[src/rtl/regfile_access_ctrl_pkg.sv]
// ---------------------------------------------------------------------------
// regfile_access_ctrl_pkg
// Shared types and widths for the register-file access controller slice.
//   state_t     : controller FSM encoding (IDLE / READ / WRITE)
//   REG_ADDR_W  : register address width (32 registers)
//   DATA_W      : register data width
//   wb_entry_t  : one buffered writeback {destination register, data}
//   is_r0()     : true when an address names the hard-wired zero register
// ---------------------------------------------------------------------------
package regfile_access_ctrl_pkg;

    localparam int REG_ADDR_W = 5;
    localparam int DATA_W     = 32;

    typedef logic [REG_ADDR_W-1:0] reg_addr_t;
    typedef logic [DATA_W-1:0]     data_t;

    typedef enum logic [1:0] {
        IDLE  = 2'b00,
        READ  = 2'b01,
        WRITE = 2'b10
    } state_t;

    typedef struct packed {
        reg_addr_t rd;
        data_t     data;
    } wb_entry_t;

    function automatic logic is_r0(input reg_addr_t addr);
        return addr == '0;
    endfunction

endpackage

[src/rtl/regfile_access_ctrl_if.sv]
// ---------------------------------------------------------------------------
// regfile_access_ctrl_if
// Bundles the three buses around the access controller:
//   decode read port : rd_req, rd_rs1, rd_rs2 -> rd_ack, rd_data1, rd_data2
//   writeback port   : wb_valid, wb_rd, wb_data -> wb_ready
//   register file    : rf_rsrc1, rf_rsrc2, rf_rdst, rf_in, rf_read -> rf_out1, rf_out2
// Modports:
//   slave  : the controller's view (receives decode/writeback, drives the register file)
//   master : the surrounding pipeline and register file view
// ---------------------------------------------------------------------------
interface regfile_access_ctrl_if
    import regfile_access_ctrl_pkg::*;
();

    logic      rd_req;
    reg_addr_t rd_rs1;
    reg_addr_t rd_rs2;
    logic      rd_ack;
    data_t     rd_data1;
    data_t     rd_data2;

    logic      wb_valid;
    reg_addr_t wb_rd;
    data_t     wb_data;
    logic      wb_ready;

    reg_addr_t rf_rsrc1;
    reg_addr_t rf_rsrc2;
    reg_addr_t rf_rdst;
    data_t     rf_in;
    logic      rf_read;
    data_t     rf_out1;
    data_t     rf_out2;

    modport slave (
        input  rd_req, rd_rs1, rd_rs2,
        output rd_ack, rd_data1, rd_data2,
        input  wb_valid, wb_rd, wb_data,
        output wb_ready,
        output rf_rsrc1, rf_rsrc2, rf_rdst, rf_in, rf_read,
        input  rf_out1, rf_out2
    );

    modport master (
        output rd_req, rd_rs1, rd_rs2,
        input  rd_ack, rd_data1, rd_data2,
        output wb_valid, wb_rd, wb_data,
        input  wb_ready,
        input  rf_rsrc1, rf_rsrc2, rf_rdst, rf_in, rf_read,
        output rf_out1, rf_out2
    );

endinterface

[src/rtl/regfile_access_ctrl_wb_fifo.sv]
// ---------------------------------------------------------------------------
// regfile_access_ctrl_wb_fifo
// Small circular buffer of pending writebacks. Besides the usual head/push/pop
// view it exposes every slot and a per-slot valid mask so the controller can
// forward pending write data to operand reads.
// Ports:
//   clk, reset_n         : clock, asynchronous active-low reset (clears all entries)
//   push, push_entry     : enqueue one {rd, data}; ignored when full
//   pop                  : drop the head entry; ignored when empty
//   full, empty          : occupancy flags derived from the registered count
//   head, head_ptr       : oldest entry and its slot index
//   valid                : one bit per slot, set while the slot holds a pending write
//   ent_rd, ent_data     : raw slot contents, indexed by slot
// ---------------------------------------------------------------------------
module regfile_access_ctrl_wb_fifo
    import regfile_access_ctrl_pkg::*;
#(
    parameter  int DEPTH = 2,
    localparam int PTR_W = $clog2(DEPTH)
) (
    input  logic                                clk,
    input  logic                                reset_n,
    input  logic                                push,
    input  wb_entry_t                           push_entry,
    input  logic                                pop,
    output logic                                full,
    output logic                                empty,
    output wb_entry_t                           head,
    output logic [PTR_W-1:0]                    head_ptr,
    output logic [DEPTH-1:0]                    valid,
    output logic [DEPTH-1:0][REG_ADDR_W-1:0]    ent_rd,
    output logic [DEPTH-1:0][DATA_W-1:0]        ent_data
);

    localparam int CNT_W = PTR_W + 1;

    logic [PTR_W-1:0] wr_ptr;
    logic [PTR_W-1:0] rd_ptr;
    logic [CNT_W-1:0] count;
    logic             do_push;
    logic             do_pop;

    assign full     = (count == CNT_W'(DEPTH));
    assign empty    = (count == '0);
    assign do_push  = push && !full;
    assign do_pop   = pop && !empty;
    assign head_ptr = rd_ptr;
    assign head     = '{rd: ent_rd[rd_ptr], data: ent_data[rd_ptr]};

    // Slot storage and pointers. DEPTH is a power of two, so the pointers
    // wrap naturally. Push and pop can never hit the same slot in one cycle
    // (push needs !full, pop needs !empty), so the valid updates don't collide.
    always_ff @(posedge clk or negedge reset_n) begin
        if (!reset_n) begin
            wr_ptr   <= '0;
            rd_ptr   <= '0;
            valid    <= '0;
            ent_rd   <= '0;
            ent_data <= '0;
        end else begin
            if (do_pop) begin
                valid[rd_ptr] <= 1'b0;
                rd_ptr        <= rd_ptr + 1'b1;
            end
            if (do_push) begin
                ent_rd[wr_ptr]   <= push_entry.rd;
                ent_data[wr_ptr] <= push_entry.data;
                valid[wr_ptr]    <= 1'b1;
                wr_ptr           <= wr_ptr + 1'b1;
            end
        end
    end

    // Occupancy count; a simultaneous push and pop leaves it unchanged.
    always_ff @(posedge clk or negedge reset_n) begin
        if (!reset_n) begin
            count <= '0;
        end else begin
            case ({do_push, do_pop})
                2'b10:   count <= count + 1'b1;
                2'b01:   count <= count - 1'b1;
                default: count <= count;
            endcase
        end
    end

endmodule

[src/rtl/regfile_access_ctrl.sv]
// ---------------------------------------------------------------------------
// regfile_access_ctrl
// Initiator-side controller for a 32 x 32b register file that has a single
// read/write select. Operand reads from decode and result writes from
// writeback share that port: writebacks are buffered in a small FIFO and
// drained one per WRITE cycle, reads take one READ cycle, and pending FIFO
// data is forwarded to reads so decode never sees a stale operand.
// Parameters:
//   WB_DEPTH : writeback FIFO entries (power of two, >= 2)
//   ZERO_R0  : 1 = r0 reads as zero and writes to r0 are discarded
// Ports:
//   clk      : clock, rising edge
//   reset_n  : asynchronous active-low reset
//   bus      : slave view of regfile_access_ctrl_if (decode, writeback and
//              register-file signals)
// ---------------------------------------------------------------------------
module regfile_access_ctrl
    import regfile_access_ctrl_pkg::*;
#(
    parameter int WB_DEPTH = 2,
    parameter bit ZERO_R0  = 1'b1
) (
    input  logic                  clk,
    input  logic                  reset_n,
    regfile_access_ctrl_if.slave  bus
);

    localparam int PTR_W = $clog2(WB_DEPTH);

    state_t state;
    state_t next_state;

    logic                                  fifo_push;
    logic                                  fifo_pop;
    logic                                  fifo_full;
    logic                                  fifo_empty;
    wb_entry_t                             push_entry;
    wb_entry_t                             head_entry;
    logic [PTR_W-1:0]                      head_ptr;
    logic [WB_DEPTH-1:0]                   ent_valid;
    logic [WB_DEPTH-1:0][REG_ADDR_W-1:0]   ent_rd;
    logic [WB_DEPTH-1:0][DATA_W-1:0]       ent_data;

    logic             rd_req_live;
    data_t            fwd_data1;
    data_t            fwd_data2;
    logic [PTR_W-1:0] slot;

    // A write to r0 still completes its handshake but never reaches the FIFO.
    assign bus.wb_ready = !fifo_full;
    assign fifo_push    = bus.wb_valid && !fifo_full && !(ZERO_R0 && is_r0(bus.wb_rd));
    assign push_entry   = '{rd: bus.wb_rd, data: bus.wb_data};
    assign fifo_pop     = (state == WRITE);

    // Decode still holds rd_req during the rd_ack cycle; that request has
    // already been served, so it must not start a second READ.
    assign rd_req_live  = bus.rd_req && !bus.rd_ack;

    regfile_access_ctrl_wb_fifo #(
        .DEPTH (WB_DEPTH)
    ) u_wb_fifo (
        .clk        (clk),
        .reset_n    (reset_n),
        .push       (fifo_push),
        .push_entry (push_entry),
        .pop        (fifo_pop),
        .full       (fifo_full),
        .empty      (fifo_empty),
        .head       (head_entry),
        .head_ptr   (head_ptr),
        .valid      (ent_valid),
        .ent_rd     (ent_rd),
        .ent_data   (ent_data)
    );

    // State register.
    always_ff @(posedge clk or negedge reset_n) begin
        if (!reset_n) begin
            state <= IDLE;
        end else begin
            state <= next_state;
        end
    end

    // Next-state decision. A full FIFO always wins so a held read waits at
    // most WB_DEPTH writes; otherwise reads take priority over draining.
    always_comb begin
        next_state = state;
        case (state)
            IDLE: begin
                if (fifo_full) begin
                    next_state = WRITE;
                end else if (rd_req_live) begin
                    next_state = READ;
                end else if (!fifo_empty) begin
                    next_state = WRITE;
                end
            end
            READ:    next_state = IDLE;
            WRITE:   next_state = IDLE;
            default: next_state = IDLE;
        endcase
    end

    // Operand forwarding. Slots are walked oldest to youngest starting at the
    // head, so the last match is the youngest pending write to that register.
    always_comb begin
        fwd_data1 = bus.rf_out1;
        fwd_data2 = bus.rf_out2;
        slot      = '0;
        for (int i = 0; i < WB_DEPTH; i++) begin
            slot = head_ptr + PTR_W'(i);
            if (ent_valid[slot] && (ent_rd[slot] == bus.rf_rsrc1)) begin
                fwd_data1 = ent_data[slot];
            end
            if (ent_valid[slot] && (ent_rd[slot] == bus.rf_rsrc2)) begin
                fwd_data2 = ent_data[slot];
            end
        end
        if (ZERO_R0 && is_r0(bus.rf_rsrc1)) begin
            fwd_data1 = '0;
        end
        if (ZERO_R0 && is_r0(bus.rf_rsrc2)) begin
            fwd_data2 = '0;
        end
    end

    // Read side: latch the operand addresses when entering READ, capture the
    // forwarded data at the end of READ and acknowledge in the following cycle.
    always_ff @(posedge clk or negedge reset_n) begin
        if (!reset_n) begin
            bus.rf_rsrc1 <= '0;
            bus.rf_rsrc2 <= '0;
            bus.rd_ack   <= 1'b0;
            bus.rd_data1 <= '0;
            bus.rd_data2 <= '0;
        end else begin
            bus.rd_ack <= (state == READ);
            if ((state == IDLE) && (next_state == READ)) begin
                bus.rf_rsrc1 <= bus.rd_rs1;
                bus.rf_rsrc2 <= bus.rd_rs2;
            end
            if (state == READ) begin
                bus.rd_data1 <= fwd_data1;
                bus.rd_data2 <= fwd_data2;
            end
        end
    end

    // Write side: the select and write address/data are all registered so they
    // are stable for the whole WRITE cycle. The FIFO head cannot change while
    // in IDLE, so sampling it on the way into WRITE is safe.
    always_ff @(posedge clk or negedge reset_n) begin
        if (!reset_n) begin
            bus.rf_read <= 1'b1;
            bus.rf_rdst <= '0;
            bus.rf_in   <= '0;
        end else begin
            bus.rf_read <= (next_state != WRITE);
            if ((state == IDLE) && (next_state == WRITE)) begin
                bus.rf_rdst <= head_entry.rd;
                bus.rf_in   <= head_entry.data;
            end
        end
    end

endmodule

[src/flat_wrapper.sv]
// flat-port wrapper written by rule: the top's interface ports become plain ports
module regfile_access_ctrl_flat import regfile_access_ctrl_pkg::*;
#(
    parameter int WB_DEPTH = 2,
    parameter bit ZERO_R0  = 1'b1
)
  (clk, reset_n, bus_rd_req, bus_rd_rs1, bus_rd_rs2, bus_rd_ack, bus_rd_data1, bus_rd_data2, bus_wb_valid, bus_wb_rd, bus_wb_data, bus_wb_ready, bus_rf_rsrc1, bus_rf_rsrc2, bus_rf_rdst, bus_rf_in, bus_rf_read, bus_rf_out1, bus_rf_out2);
  regfile_access_ctrl_if bus_i ();
  input  logic clk;
  input  logic reset_n;
  input wire logic [$bits(bus_i.rd_req)-1:0] bus_rd_req;
  input wire logic [$bits(bus_i.rd_rs1)-1:0] bus_rd_rs1;
  input wire logic [$bits(bus_i.rd_rs2)-1:0] bus_rd_rs2;
  output wire logic [$bits(bus_i.rd_ack)-1:0] bus_rd_ack;
  output wire logic [$bits(bus_i.rd_data1)-1:0] bus_rd_data1;
  output wire logic [$bits(bus_i.rd_data2)-1:0] bus_rd_data2;
  input wire logic [$bits(bus_i.wb_valid)-1:0] bus_wb_valid;
  input wire logic [$bits(bus_i.wb_rd)-1:0] bus_wb_rd;
  input wire logic [$bits(bus_i.wb_data)-1:0] bus_wb_data;
  output wire logic [$bits(bus_i.wb_ready)-1:0] bus_wb_ready;
  output wire logic [$bits(bus_i.rf_rsrc1)-1:0] bus_rf_rsrc1;
  output wire logic [$bits(bus_i.rf_rsrc2)-1:0] bus_rf_rsrc2;
  output wire logic [$bits(bus_i.rf_rdst)-1:0] bus_rf_rdst;
  output wire logic [$bits(bus_i.rf_in)-1:0] bus_rf_in;
  output wire logic [$bits(bus_i.rf_read)-1:0] bus_rf_read;
  input wire logic [$bits(bus_i.rf_out1)-1:0] bus_rf_out1;
  input wire logic [$bits(bus_i.rf_out2)-1:0] bus_rf_out2;
  assign bus_i.rd_req = bus_rd_req;
  assign bus_i.rd_rs1 = bus_rd_rs1;
  assign bus_i.rd_rs2 = bus_rd_rs2;
  assign bus_rd_ack = bus_i.rd_ack;
  assign bus_rd_data1 = bus_i.rd_data1;
  assign bus_rd_data2 = bus_i.rd_data2;
  assign bus_i.wb_valid = bus_wb_valid;
  assign bus_i.wb_rd = bus_wb_rd;
  assign bus_i.wb_data = bus_wb_data;
  assign bus_wb_ready = bus_i.wb_ready;
  assign bus_rf_rsrc1 = bus_i.rf_rsrc1;
  assign bus_rf_rsrc2 = bus_i.rf_rsrc2;
  assign bus_rf_rdst = bus_i.rf_rdst;
  assign bus_rf_in = bus_i.rf_in;
  assign bus_rf_read = bus_i.rf_read;
  assign bus_i.rf_out1 = bus_rf_out1;
  assign bus_i.rf_out2 = bus_rf_out2;
  regfile_access_ctrl #(.WB_DEPTH(WB_DEPTH), .ZERO_R0(ZERO_R0)) u_core (.clk(clk), .reset_n(reset_n), .bus(bus_i));
endmodule
[config.mk]
export PLATFORM = sky130hd
export DESIGN_NAME = regfile_access_ctrl_flat
export DESIGN_NICKNAME = d
export VERILOG_FILES = /design/src/rtl/regfile_access_ctrl_pkg.sv /design/src/rtl/regfile_access_ctrl_if.sv /design/src/rtl/regfile_access_ctrl_wb_fifo.sv /design/src/rtl/regfile_access_ctrl.sv /design/src/flat_wrapper.sv
export SDC_FILE = /design/constraint.sdc
export NUM_CORES = 1
export LEC_CHECK = 0
export CORE_MARGIN = 2
export CORE_UTILIZATION = 50
export CTS_BUF_LIST = sky130_fd_sc_hd__clkbuf_4 sky130_fd_sc_hd__clkbuf_8 sky130_fd_sc_hd__clkbuf_16
export DETAILED_ROUTE_END_ITERATION = 8
export PLACE_DENSITY = 0.8
export SETUP_SLACK_MARGIN = 0.05
export SLEW_MARGIN = 20
export SYNTH_ARGS = -nofsm -noshare
export SYNTH_HDL_FRONTEND = slang
export SYNTH_SLANG_ARGS = --single-unit
[constraint.sdc]
create_clock -name clk -period 5.55 [get_ports clk]
set_input_delay 0.555 -clock clk [delete_from_list [all_inputs] [get_ports clk]]
set_output_delay 0.555 -clock clk [all_outputs]
set_load 0.05 [all_outputs]
# [Word level (Yosys, flattened, before mapping)]
# Cells that the tools add are included.
[totals] inputBits=115 ramBits=0 ff_bits=195 n_memories=0 out_inout_bits=114 romBits=0 latch_bits=0
[op_classes] n_reduce_logical=23 bitwise=3 n_eq_ne=12 n_mul=0 mux=35 n_addsub=4 magnitude_cmp=5 div_mod_pow=0 shift=0
[ops] cell="$mux 32" n=11
[ops] cell="$bwmux 64" n=1
[ops] cell="$demux 32 s1" n=1
[ops] cell="$mux 5" n=5
[ops] cell="$eq 5x5->1" n=4
[ops] cell="$logic_not 5->1" n=3
[ops] cell="$logic_and 1x1->1" n=13
[ops] cell="$mux 2" n=6
[ops] cell="$bwmux 10" n=1
[ops] cell="$eq 2x2->1 const B" n=4
[ops] cell="$eq 2x1->1 const B" n=3
[ops] cell="$lt 1x2->1 const B" n=3
[ops] cell="$mux 1" n=6
[ops] cell="$demux 5 s1" n=1
[ops] cell="$logic_not 1->1" n=4
[ops] cell="$logic_not 2->1" n=2
[ops] cell="$pmux 2 s2" n=1
[ops] cell="$add 1x1->1 const B" n=2
[ops] cell="$add 2x1->2 const B" n=1
[ops] cell="$and 2x2->2" n=1
[ops] cell="$demux 1 s1" n=2
[ops] cell="$ge 1x1->1 const B" n=2
[ops] cell="$ne 2x2->1 const B" n=1
[ops] cell="$not 2->2" n=1
[ops] cell="other kinds (3)" n=3

# [Depth between registers and ports, before layout]
[logic_depth] depth_word=9 mapped_depth=11 depth_no_buf=6

# [Cells and area by module]
# A second synthesis with hierarchy kept.
[hier_totals] cells_unflattened=975 hier_area_um2=10930.5
[by_module_without_submodules] module="regfile_access_ctrl" area_each_um2=7234.4 cells_per_inst=753 n_inst=1
[by_module_without_submodules] module="regfile_access_ctrl_wb_fifo" area_each_um2=3696.0 cells_per_inst=222 n_inst=1

# [Worst setup path after synthesis]
# OpenSTA, ideal clock, no wires.
[synth_timing] path_kind="input -> register" from="input port bus_wb_rd[0]" to="register u_core.u_wb_fifo.ent_data[27] (netlist name)" setup_time_ps=125 arrival_ps=2382 slack_ps=3043 t_required_ps=5425 path_stages=6 cell_sequence="or4_1 o211ai_1 or2_2 buf_2 buf_1 mux2_2"
[synth_via] elab_chain_cells=4
[synth_lines] item="start, declared" line="flat_wrapper.sv:18" source="input wire logic [$bits(bus_i.wb_rd)-1:0] bus_wb_rd;"
[synth_lines] item="$logic_not 5->1" line="regfile_access_ctrl_pkg.sv:30" source="return addr == '0;"
[synth_lines] item="$logic_not 1->1" line="regfile_access_ctrl.sv:51" source="assign fifo_push = bus.wb_valid && !fifo_full && !(ZERO_R0 && is_r0(bus.wb_rd));"
[synth_lines] item="$logic_and 1x1->1" line="regfile_access_ctrl.sv:51"
[synth_lines] item="$logic_and 1x1->1" line="regfile_access_ctrl_wb_fifo.sv:45" source="assign do_push = push && !full;"
[synth_lines] item="end signal, assigned by index" line="regfile_access_ctrl_wb_fifo.sv:67" source="ent_data[wr_ptr] <= push_entry.data;"
[synth_lines] item="end, declared" line="regfile_access_ctrl_wb_fifo.sv:32" source="output logic [DEPTH-1:0][DATA_W-1:0] ent_data"
# No other way between the ends.
# A chain may end at the register's enable or synchronous reset.

# [Final worst setup path]
[layout_timing] from="register u_core.u_wb_fifo.rd_ptr, in the netlist u_core.u_wb_fifo.head_ptr" to="register u_core.bus.rd_data2[26]"
[layout_via] elab_chain_cells=7 elab_cells_between_ends=20 cone_classes="1 x add/sub; 2 x eq/ne; 15 x mux; 2 x reduce/logical"
[layout_lines] item="start, declared" line="regfile_access_ctrl_wb_fifo.sv:38" source="logic [PTR_W-1:0] rd_ptr;"
[layout_lines] item="start signal, assigned" line="regfile_access_ctrl_wb_fifo.sv:63" source="rd_ptr <= rd_ptr + 1'b1;"
[layout_lines] item="$add 1x1->1 / $mux 5 (equally long branches)" line="regfile_access_ctrl.sv:112, regfile_access_ctrl.sv:116"
[layout_lines] item="$mux 5 (implied by the code)" line="regfile_access_ctrl.sv:116" source="if (ent_valid[slot] && (ent_rd[slot] == bus.rf_rsrc2)) begin"
[layout_lines] item="$mux 5 (implied by the code) / $eq 5x5->1 (equally long branches)" line="regfile_access_ctrl.sv:116"
[layout_lines] item="$eq 5x5->1 / $logic_and 1x1->1 (equally long branches)" line="regfile_access_ctrl.sv:116"
[layout_lines] item="$logic_and 1x1->1 / $mux 32 (equally long branches)" line="regfile_access_ctrl.sv:116"
[layout_lines] item="$mux 32 *" line="regfile_access_ctrl.sv:116"
[layout_lines] item="$mux 32 *" line="regfile_access_ctrl.sv:123" source="if (ZERO_R0 && is_r0(bus.rf_rsrc2)) begin"
[layout_lines] item="end signal, assigned" line="regfile_access_ctrl.sv:145" source="bus.rd_data2 <= fwd_data2;"
[layout_lines] item="end, declared" line="regfile_access_ctrl_if.sv:37" source="output rd_ack, rd_data1, rd_data2,"
# Mark *: on every way between the ends. The rest lies on a longest branch, timed or not. The select of a mux whose other input is x is not followed.

==> run_results.csv <==
group,metric,value,unit
sta,finalMaxSlewViolations,0,
cts,clkTransAtPathRegs,0.07,ns
pwr,cellLeakagePower,5.63,nW
pwr,relative_contribution_of_combinational_cells_to_total_power,57.3,%
global_route,grt_start_max_net_pins,89,
synthesis,synth-seq-cells,195,
worst_setup_path,reg2reg_to,"u_core.bus.rd_data2[26]",
worst_setup_path,worstSetupStartpointType,"flop",
finish,filler_cells,1676,
synthesis,synth_sequential_area_ratio,46.0,%
synthesis,synth_fp_nets,1132,
die,rows,53,
place,detailed_place_hpwl,19.5,mm
cts,holdBufCountCts,0,
sta,final_setup_violation_count,0,
routing,initialDrtViolationCount,678,
worst_setup_path,critPathMaxFanout,68,
cts,cts_num_sinks,195,
routing,drt_first_pass_iters,5,
global_route,total_global_route_track_usage,28.3,%
pwr,swShare,49.1,%
sta,fin_worst_hold_slack,0.178,ns
synthesis,synthesis.instances,1016,
synthesis,ys.flop_type,"dfrtp_1",
worst_hold_path,hold_path_class,"input port to async pin",
synthesis,yosysTopAreaCellShare,45.8,%
global_route,first_global_vias,8924,
global_route,globalRoute.totalOverflow,0,
cts,cts-htree-levels,4,
synthesis,yosys_warnings,0,
job,cap_viol_max_count,0,
place,numPortBuffers,228,
finish,finalNetCount,1295,
sta,max-slew-margin-rel,21.9,%
synthesis,synth_enable_flop_cells,0,
pwr,intPower,4.96,mW
routing,wire_per_inst,21.1,microns
sta,final_hold_viol_count,0,
sta,fmax,258,MHz
worst_setup_path,worst-r2r-cell-count,6,
finish,layout.core_utilization,65.0,%
synthesis,post-synth-top-area-cell,"dfrtp_1",
die,die-width,150,microns
routing,vias,9007,
outcome,outcome,"completed",
cts,clock_insertion_delay_worst_skew,0.43,ns
pwr,ir_worst_vdd,343,uV
finish,drive_above_1_share,14.4,%
sta,timing_worst_slew_pin_value,1.17,ns
finish,area_growth,28.1,%
synthesis,distinct_cells_synth,43,
pwr,netSwitchingPower,4.79,mW
cts,clock-root-buffer,"clkbuf_16",
worst_setup_path,crit_type,"flop to flop",
synthesis,synthesis.area,10600,sq um
pwr,power.density,718,nW/um^2
die,boundaryPins,229,
cts,tritoncts,"built",
worst_setup_path,rr_startpoint,"u_core.u_wb_fifo.head_ptr",
worst_setup_path,worstPathArrival,4.20,ns
pwr,seqPwrFrac,29.4,%
sta,grt_setup_unrepaired,"false",
sta,fin_crit_sh,69.8,%
global_route,grt_pass1_wl,49.5,mm
die,floorplan.initialDensity,50.8,%
die,placeableCoreArea,20900,sq um
cts,ctsLongestPathBuffers,2,
cts,cts_inserted_buffers,17,
routing,totalWireLength,31.0,mm
finish,most_common_cell_after_layout_fill_and_taps_aside,"clkdlybuf4s50_1",
worst_setup_path,worst_ep_required_time,5.88,ns
synthesis,asyncSetResetFlopFracSynth,100,%
synthesis,ys_top_cells_by_area,"dfrtp_1, mux2_2, mux2i_1",
die,chipHeight,150,microns
routing,drt-vias-per-instance,6.14,
finish,mostFrequentLayoutCells,"clkdlybuf4s50_1, dfrtp_1, nand2_1, mux2_2, mux2i_1",
sta,finalCriticalPeriod,3.87,ns
sta,setup_slack,1.68,ns
die,die-area,22400,sq um
pwr,proportion_of_power_drawn_by_the_clock_network,13.3,%
global_route,grt_antenna_before_repair,1,
sta,totalNegativeSetupSlack,0,ns
place,placer_congestion,0.906,
sta,skew,0.00859,ns
worst_setup_path,cp-end-kind,"flop",
cts,cts_repair_resize_count,0,
cts,post_cts_setup_bufs,0,
routing,remaining_design_rule_violation_count,0,
worst_setup_path,reg2reg_slack,1.68,ns
routing,antenna_violating_nets_post_route,0,
place,dpl_worst_slack,1.73,ns
synthesis,post_synth.cell_area_avg,10.4,sq um
## cells by family (layout without fill, tap and decap cells)
logic type                 after synthesis  count (layout)  share of synthesized area, %
AOI/OAI and AO/OA                      216             216                          16.2
xor gates and xnor gates                22              22                          1.82
adders and majority gates                1               1                         0.118
buffers and inverters                  106             282                          4.40
DFF                                    195             195                          46.0
muxes                                  149             149                          15.0
other                                    0               1                             0
and+or+nand+nor                        327             327                          16.4
## power by group through the flow
stage	Clock (mW)	Sequential, mW	Combinational (mW)
after global placement	0	2.84	5.46
after detailed placement	0	2.86	5.58
final	1.30	2.87	5.59
after global routing	1.39	2.96	5.96
after floorplan	0	3.94	2.75
after CTS	1.31	2.85	5.60
## layer usage
metal | up-vias | routed length, microns | global-route usage, %
met4 | 0 | 698 | 8.19
met5 | - | 0 | 0
met1 | 4483 | 13000 | 38.6
li1 | 4086 | - | -
met2 | 382 | 15100 | 46.4
met3 | 56 | 2310 | 5.21
## synth_stat cells, types with 15 or more instances
library cell / instances
a32o_1: 31
nor3_1: 57
buf_2: 15
nand2b_1: 34
o41ai_2: 29
o31ai_1: 40
nand4b_1: 36
xnor2_1: 20
o21ai_0: 70
mux2_2: 74
clkbuf_1: 62
or3_1: 31
nand3_1: 37
a21oi_1: 34
mux2i_1: 73
dfrtp_1: 194
nand2_1: 108
## sequential cells by signal, summed over array words and instances, names as in the netlist, 2 cells and up
| register | flops |
|---|---|
| u_core.bus.rf_in | 32 |
| u_core.bus.rd_data1 | 32 |
| u_core.bus.rd_data2 | 32 |
| u_core.state | 2 |
| u_core.u_wb_fifo.ent_rd | 10 |
| u_core.bus.rf_rsrc2 | 5 |
| u_core.bus.rf_rdst | 5 |
| u_core.bus.rf_rsrc1 | 5 |
| u_core.u_wb_fifo.count | 2 |
| u_core.u_wb_fifo.ent_data | 64 |
| u_core.u_wb_fifo.valid | 2 |
## stage by stage
step | instances | cell area (sq um) | total power, mW
final | 1468 | 13600 | 9.76
after CTS | 1467 | 13600 | 9.76
after floorplan | 1016 | 10600 | 6.68
after global routing | 1467 | 13600 | 10.3
after detailed placement | 1435 | 13000 | 8.43
after global placement | 1435 | 13000 | 8.30
## worst max-delay path by stage
stage	from	endpoint	cells past startpoint
3_5_place_dp	u_core.u_wb_fifo.head_ptr	u_core.bus.rd_data2[26]	6
2_1_floorplan	bus_wb_rd[0]	u_core.u_wb_fifo.ent_data[27]	6
4_1_cts	u_core.u_wb_fifo.head_ptr	u_core.bus.rd_data2[28]	6
5_1_grt	u_core.u_wb_fifo.head_ptr	u_core.bus.rd_data2[28]	6
3_3_place_gp	u_core.u_wb_fifo.head_ptr	u_core.bus.rd_data2[27]	6
6_report	u_core.u_wb_fifo.head_ptr	u_core.bus.rd_data2[26]	6
## critical path, stage by stage (launching register included)
cell and delay, ns:
dfrtp_4 0.85, clkinv_1 0.42, o21ai_0 0.65, and3_4 0.90, buf_4 0.37, o31ai_1 0.11, o41ai_2 0.38
## layout make-up
class                   instances  area (sq um)  area share (%)
multi-input cells             715          5330            39.2
flip-flops and latches        195          4880            36.0
repair buffers                238          2360            17.4
clock buffers                  21           468            3.44
well taps                     275           344            2.53
clock inverters                11           150            1.11
inverters                      12          45.0           0.332
diodes                          1          2.50          0.0184
No activity file was read; power rests on OpenSTA's default activity.
